[src/rtl/dmem_arb_pkg.sv]
// Shared types, default sizing and the address-legality check for the
// data-memory arbiter.
package dmem_arb_pkg;

   typedef enum logic {
      ARB    = 1'b0,
      LOCKED = 1'b1
   } arb_state_e;

   localparam int DEF_NREQ        = 2;
   localparam int DEF_DEPTH_WORDS = 64;
   localparam int DEF_LOCK_MAX    = 4;

   // A word access is legal only when aligned and inside the implemented depth.
   function automatic logic addr_err(input logic [31:0] addr, input int unsigned depth);
      return (addr[1:0] != 2'b00) || ({2'b00, addr[31:2]} >= depth);
   endfunction

endpackage

[src/rtl/rr_pick.sv]
// Combinational round-robin picker: the first valid requester at or after ptr
// (wrapping) wins.
module rr_pick #(
   parameter int N  = 2,
   parameter int PW = (N > 1) ? $clog2(N) : 1
) (
   input  logic [N-1:0]  valid,
   input  logic [PW-1:0] ptr,
   output logic [N-1:0]  grant,
   output logic          any_valid
);

   logic [PW-1:0] idx;

   always_comb begin
      // NOTE: every variable gets a default first so no path leaves it unassigned (no latch).
      grant = '0;
      idx   = '0;
      for (int i = 0; i < N; i++) begin
         idx = PW'((int'(ptr) + i) % N);
         if (valid[idx] && (grant == '0)) grant[idx] = 1'b1;
      end
   end

   assign any_valid = |valid;

endmodule

[src/rtl/dmem_arbiter.sv]
// Round-robin arbiter sharing single-port data memory between NREQ requesters,
// with bounded burst locking and one-cycle registered responses.
module dmem_arbiter
   import dmem_arb_pkg::*;
#(
   parameter int NREQ        = DEF_NREQ,
   parameter int DEPTH_WORDS = DEF_DEPTH_WORDS,
   parameter int LOCK_MAX    = DEF_LOCK_MAX
) (
   input  logic                  clk,
   input  logic                  reset,
   input  logic [NREQ-1:0]       req_valid,
   input  logic [NREQ-1:0]       req_lock,
   input  logic [NREQ-1:0]       req_we,
   input  logic [NREQ-1:0][31:0] req_addr,
   input  logic [NREQ-1:0][31:0] req_wdata,
   output logic [NREQ-1:0]       req_ready,
   output logic [NREQ-1:0]       rsp_valid,
   output logic [31:0]           rsp_rdata,
   output logic                  rsp_err,
   output logic                  mem_we,
   output logic [31:0]           mem_a,
   output logic [31:0]           mem_wd,
   input  logic [31:0]           mem_rd
);

   localparam int PW = (NREQ > 1) ? $clog2(NREQ) : 1;
   localparam int CW = $clog2(LOCK_MAX + 1);

   arb_state_e    state;
   logic [PW-1:0] owner;
   logic [CW-1:0] lock_cnt;
   logic [PW-1:0] prio_ptr;
   logic [31:0]   mem_a_q;
   logic [31:0]   mem_wd_q;

   logic [NREQ-1:0] rr_grant;
   logic            rr_any;
   logic [NREQ-1:0] grant;
   logic            owner_hit;
   logic            any_grant;
   logic [PW-1:0]   win_idx;
   logic            win_we;
   logic            win_err;
   logic [31:0]     win_addr;
   logic [31:0]     win_wdata;

   rr_pick #(.N(NREQ), .PW(PW)) u_pick (
      .valid     (req_valid),
      .ptr       (prio_ptr),
      .grant     (rr_grant),
      .any_valid (rr_any)
   );

   // A valid lock owner pre-empts the rotation; otherwise the picker decides.
   assign owner_hit = (state == LOCKED) && req_valid[owner];
   assign any_grant = !reset && (owner_hit || rr_any);

   always_comb begin
      grant   = '0;
      win_idx = '0;
      if (!reset) grant = owner_hit ? (NREQ'(1) << owner) : rr_grant;
      for (int i = 0; i < NREQ; i++) begin
         if (grant[i]) win_idx = PW'(i);
      end
   end

   assign win_addr  = req_addr[win_idx];
   assign win_wdata = req_wdata[win_idx];
   assign win_we    = req_we[win_idx];
   assign win_err   = addr_err(win_addr, DEPTH_WORDS);

   assign req_ready = grant;
   assign mem_we    = any_grant && win_we && !win_err;
   assign mem_a     = any_grant ? win_addr  : mem_a_q;
   assign mem_wd    = any_grant ? win_wdata : mem_wd_q;

   always_ff @(posedge clk) begin
      if (reset) begin
         // NOTE: sequential state uses non-blocking assignments so every register samples pre-edge values.
         state     <= ARB;
         owner     <= '0;
         lock_cnt  <= '0;
         prio_ptr  <= '0;
         mem_a_q   <= '0;
         mem_wd_q  <= '0;
         rsp_valid <= '0;
         rsp_rdata <= '0;
         rsp_err   <= 1'b0;
      end else begin
         rsp_valid <= grant;
         rsp_rdata <= (any_grant && !win_we && !win_err) ? mem_rd : 32'h0;
         rsp_err   <= any_grant && win_err;

         if (any_grant) begin
            prio_ptr <= PW'((int'(win_idx) + 1) % NREQ);
            mem_a_q  <= win_addr;
            mem_wd_q <= win_wdata;
         end

         case (state)
            ARB: begin
               if (any_grant && req_lock[win_idx] && (LOCK_MAX > 1)) begin
                  state    <= LOCKED;
                  owner    <= win_idx;
                  lock_cnt <= CW'(1);
               end
            end
            LOCKED: begin
               // Leaving on the LOCK_MAX-th grant forces rotation so nobody starves.
               if (!owner_hit || !req_lock[owner] || (int'(lock_cnt) + 1 >= LOCK_MAX)) begin
                  state    <= ARB;
                  lock_cnt <= '0;
               end else begin
                  lock_cnt <= lock_cnt + CW'(1);
               end
            end
            default: state <= ARB;
         endcase
      end
   end

endmodule

[config.mk]
export PLATFORM = sky130hd
export DESIGN_NAME = dmem_arbiter
export DESIGN_NICKNAME = d
export VERILOG_FILES = /design/src/rtl/dmem_arb_pkg.sv /design/src/rtl/rr_pick.sv /design/src/rtl/dmem_arbiter.sv
export SDC_FILE = /design/constraint.sdc
export NUM_CORES = 1
export LEC_CHECK = 0
export CAP_MARGIN = 15
export CORE_MARGIN = 10
export CORE_UTILIZATION = 45
export CTS_BUF_LIST = sky130_fd_sc_hd__clkbuf_4
export DETAILED_ROUTE_END_ITERATION = 8
export PLACE_DENSITY = 0.86
export SYNTH_ARGS = -nofsm -noshare
export SYNTH_HDL_FRONTEND = slang
export SYNTH_HIERARCHICAL = 1
export SYNTH_SLANG_ARGS = --single-unit
[constraint.sdc]
create_clock -name clk -period 4.1 [get_ports clk]
set_input_delay 0.82 -clock clk [delete_from_list [all_inputs] [get_ports clk]]
set_output_delay 0.82 -clock clk [all_outputs]
set_load 0.1 [all_outputs]
Word level (Yosys, flattened, before mapping)
Index checks and enable logic that the tools add are counted.

Bits in registers: 105. Input port bits: 168. Output and inout port bits: 102. Word-level logic and storage cells: 84.

Add/sub/neg operators: 4. Order comparisons: 8. Equal/unequal tests: 1. Shift-type cells: 1. Mux-type cells: 33. Bitwise operators: 3. Reductions and logical operators: 25.

Operator list (number): 32-bit two-way mux (6); 30-bit by 7-bit greater-or-equal comparator with 1-bit output (second input constant) (1); 1-bit two-way mux (17); 1-bit logical AND (11); 1-bit by 2-bit < comparator with 1-bit output (second input constant) (4); 2-bit two-way mux (4); 3-bit two-way mux (2); 3-bit case mux with 2 select lines (1); 1-bit logical NOT (5); 3-bit by 1-bit adder with 4-bit output (second input constant) (1); 4-bit by 3-bit greater-or-equal comparator with 1-bit output (second input constant) (1); 1-bit logical OR (4); 2-bit OR reduction (2); 3-bit by 1-bit adder with 3-bit output (second input constant) (1); 1-bit adder (second input constant) (2); 1-bit demux with 1-bit select (2); 1-bit greater-or-equal comparator (second input constant) (2); 2-bit logical NOT (1); 2-bit != test (second input constant) (1); 1-bit inverter (2); 2-bit bitwise OR (1); 1-bit case mux with 2 select lines (1); 2-bit AND reduction (1); 2-bit nonzero test (1); 1-bit by 1-bit left shift with 2-bit output (first input constant) (1).

Longest topological paths before layout
Depth in word-level cells: 19. Gate-level depth with buffers: 8. Gate-level depth less buffers: 6.

Hierarchy
The synthesis kept the hierarchy.

By module, submodules not included: dmem_arbiter (instances 1, cells an instance 542, area an instance 5252.5 um^2); rr_pick (instances 1, cells an instance 4, area an instance 25.0 um^2).

Worst setup path before layout
OpenSTA, ideal clock, no wires.

Path type: input to output. Start point: input port req_valid[1]. End point: output port mem_we. Arrival: 4.353 ns. Slack: -1.073 ns. Cell stages on the path: 7. Buffers on the path: 2. Path through: a21boi_1 -> a21boi_2 -> o21ai_2 -> or4_1 -> buf_2 -> buf_6 -> a211oi_1.

Cells in the longest elaborated chain, start to end: 15. Elaborated cells between the ends (all ways): 28. Those cells by class: order compare (1); mux (15); bitwise (1); reduce/logical (11).

Ends and longest elaborated chain: start, declared (line dmem_arbiter.sv:12) `input logic [NREQ-1:0] req_valid,`; 1-bit two-way mux (not written as such) (2 in a row) (line rr_pick.sv:21) `if (valid[idx] && (grant == '0)) grant[idx] = 1'b1;`; 2-bit two-way mux (line rr_pick.sv:21); 2-bit logical NOT (line rr_pick.sv:21); 1-bit logical AND (line rr_pick.sv:21); 2-bit two-way mux (line rr_pick.sv:21); 2-bit two-way mux (2 in a row) (line dmem_arbiter.sv:62) `if (!reset) grant = owner_hit ? (NREQ'(1) << owner) : rr_grant;`; 1-bit two-way mux (line dmem_arbiter.sv:64) `if (grant[i]) win_idx = PW'(i);`; 32-bit two-way mux (not written as such) (2 in a row) (line dmem_arbiter.sv:68) `assign win_addr = req_addr[win_idx];`; 30-bit by 7-bit greater-or-equal comparator with 1-bit output / 2-bit nonzero test (equally long branches) (line dmem_arb_pkg.sv:16) `return (addr[1:0] != 2'b00) || ({2'b00, addr[31:2]} >= depth);`; 1-bit logical OR (line dmem_arb_pkg.sv:16); 1-bit logical NOT (line dmem_arbiter.sv:74) `assign mem_we = any_grant && win_we && !win_err;`; 1-bit logical AND (*) (line dmem_arbiter.sv:74); end, declared (line dmem_arbiter.sv:21) `output logic mem_we,`.

Every way passes the cells marked *; elsewhere a longest branch is shown, timed or not. The select of a mux whose other input is x is not followed.

Final worst setup path
Start point: input port req_valid[1]. End point: output port mem_a[24].

Cells in the longest elaborated chain, start to end: 12. Elaborated cells between the ends (all ways): 21. Those cells by class: mux (14); bitwise (1); reduce/logical (6).

Ends and longest elaborated chain: 1-bit two-way mux (not written as such) (2 in a row) (line rr_pick.sv:21); 2-bit two-way mux (line rr_pick.sv:21); 2-bit logical NOT (line rr_pick.sv:21); 1-bit logical AND (line rr_pick.sv:21); 2-bit two-way mux (*) (line rr_pick.sv:21); net rr_grant[1] (line dmem_arbiter.sv:37) `logic [NREQ-1:0] rr_grant;`; 2-bit two-way mux (*) (2 in a row) (line dmem_arbiter.sv:62); 1-bit two-way mux (*) (line dmem_arbiter.sv:64); 32-bit two-way mux (not written as such) (*) (2 in a row) (line dmem_arbiter.sv:68); 32-bit two-way mux (*); end, declared (line dmem_arbiter.sv:22) `output logic [31:0] mem_a,`.

Mark *: on every way through the listed nets, which the timed path passes. The rest lies on a longest branch. The select of a mux whose other input is x is not followed.

==> metrics <==
status finished, final reports clean; largest family of logic cells by synthesized area compound AO/OA/AOI/OAI gates; CTS max path bufs 2; hold_sp lock_cnt[2]; Remaining DRCs 0; Via-to-Cell Ratio 5.51; FMAX 252 MHz; worst-skew pair later-pin latency 0.47 ns; # clock sinks 105; Reg-to-Reg Start state; total chip power 3.27 mW; initial antenna violation count 0; largest net degree at the start of global routing 71; Crit Path Category input pin to output port; EDFF count, synth 0; Final GP Congestion 0.865; layout cells sized above 1 26.3%; antenna-violating nets left 0; DPL Wire Length 15.3 mm; Yosys reg bits 105; Least-Margin Pin Slew 1.02 ns; Synthesized Nets 715; CTS root buffer clkbuf_4; most common cell after layout, fill and taps aside clkdlybuf4s50_1; CTS tree yes; Final WS setup 0.130 ns; area of the die 16500 um^2; PwrDens 357 nW/um^2; peak supply drop 0.257 mV; Synth cell types 44; synth top area cells dfxtp_1 40%, mux2i_1 13%, a211oi_1 9.2%; Clk pin slew, worst setup/hold paths 0.16 ns; Synth Area in Adders 0.237%; Inserted Diodes 0; Clock Skew 0.0154 ns; Worst EP required 3.28 ns; WP data arrival 3.15 ns; Static Leak 3.27 nW; DR pass1 iterations 4; fin nets 963; GRT overflow 0; YS warnings 6; Final setup viols 0; Non-Filler Instances 942; relative max-transition margin 31.8%; max-cap viol count 0; CP endpoint kind output port; Post-Synthesis Cells 546; unrepaired setup endpoints after global routing no; Syn-to-layout area delta 73.6%; cell taking the most area after synthesis dfxtp_1; post-synthesis mux area share 13.1%; top-area cell type share of the netlist area 39.8%; TritonCTS buffer count 9; Fin. Hold Viols 0; simple-gate portion of the synthesized area 8.35%; number of global-route vias before repair 5560; critical path peak fanout 13; crit share post-route 96.8%; Tmin final 3.97 ns; cell area after synthesis 5280 um^2; # H-tree levels 3; ys flop type dfxtp_1; GRT Util Overall 21.9%; Post-Syn Area per Cell 9.67 um^2; per-cell routed wire length 20.0 um; die height 128 um; Worst Setup SP req_valid[1]; Port Buffer Count 269; asr flop ratio synth 0%; dpl cells 925; Initial Util 46.0%; first-pass GRT wire length 29.1 mm; most frequent cells in the layout 201 x clkdlybuf4s50_1, 105 x dfxtp_1, 72 x buf_12; sequential share of the synthesized area 39.8%; worst min-delay path class register to register; XOR/XNOR Fraction of Synth Area 0%; setup slack, reg-to-reg 1.07 ns; pre-CTS setup slack 0.0711 ns; Synth Area in Compound Gates 30.6%; die width 128 um; vias 5186; DRT iter0 DRCs 224; overall routed net length 18.8 mm; fin. max-slew vios 0; Rows 39; Boundary Pins 270; core area 11500 um^2; Filler Cells Inserted 678; crit start category input pin
==> Yosys cell counts, types with 3 or more instances <==
master     count
clkbuf_1      22
dfxtp_1      105
a2111oi_4     13
a21oi_1       70
mux2i_1       67
buf_6          6
inv_1         35
buf_2         14
buf_1          3
nor2_1        71
a211oi_1      65
buf_4          7
nor4_1        12
a2111oi_2     15
a2111oi_1      4
==> registers in the layout (all words and copies together), names as in the netlist <==
signal / cells
mem_a_q: 32
mem_wd_q: 32
rsp_rdata: 32
lock_cnt: 3
rsp_valid: 2
owner: 1
prio_ptr: 1
rsp_err: 1
state: 1
==> timing repair <==
item,4_1_cts,5_1_grt
setup buffers,0,0
endpoints found under the setup margin,0,15
gates resized for setup,0,2
hold buffers,0,0
==> metrics by stage <==
stage	area (um^2)	hold slack, ns	setup TNS [ns]	util [%]
after CTS	9130	0.531	0	79.7
after global placement	9000	0.485	0	78.5
after detailed placement	9000	0.510	0	78.5
after floorplan	5520	0.476	-0.158	-
final	9160	0.530	0	79.9
after global routing	9160	0.541	0	79.9
==> cells by family (layout without fill, tap and decap cells) <==
kind of cell	Yosys count	in the layout
AO/OA/AOI/OAI	185	185
flip-flops	105	105
AND/OR/NAND/NOR	99	99
buffers and inverters	87	340
multiplexers	69	69
adder cells (fa/ha/maj)	1	1
==> path summary, 6_finish.rpt <==
| check | endpoint | cells after the start |
|---|---|---|
| setup / recovery | mem_a[24] | 9 |
| setup reg to reg | rsp_rdata[5] | 6 |
| hold / removal | lock_cnt[2] | 1 |
| hold reg to reg | lock_cnt[2] | 1 |
==> critical path, stage by stage <==
cell and delay (ns):
clkdlybuf4s50_1 0.49, a21boi_2 0.26, a21bo_2 0.29, o22ai_4 0.22, buf_12 0.19, buf_4 0.18, mux2i_1 0.37, a21oi_2 0.13
buf_12 0.18
==> routing by layer <==
layer	global-route usage [%]	part of all wire, %	vias to the layer above	routed length [um]
met5	0	0	-	0
met4	8.08	2.3	0	430
met3	8.19	9.9	30	1860
met2	40.4	53	186	9920
met1	21.7	35	2437	6600
li1	-	-	2533	-
==> final cells by class <==
| class | count | area (um^2) | area share (%) |
|---|---|---|---|
| repair buffers | 289 | 3570 | 39.0 |
| flip-flops and latches | 105 | 2100 | 22.9 |
| well taps | 143 | 179 | 1.95 |
| multi-input cells | 354 | 3050 | 33.3 |
| inverters | 35 | 131 | 1.43 |
| clock buffers | 9 | 67.6 | 0.738 |
| clock inverters | 7 | 63.8 | 0.697 |
==> power by group <==
part,switching (mW),internal [mW]
sequential,0.0224,1.08
clock,0.372,0.138
combinational,1.05,0.611
total,1.44,1.83
(Power assumes the default switching activity.)
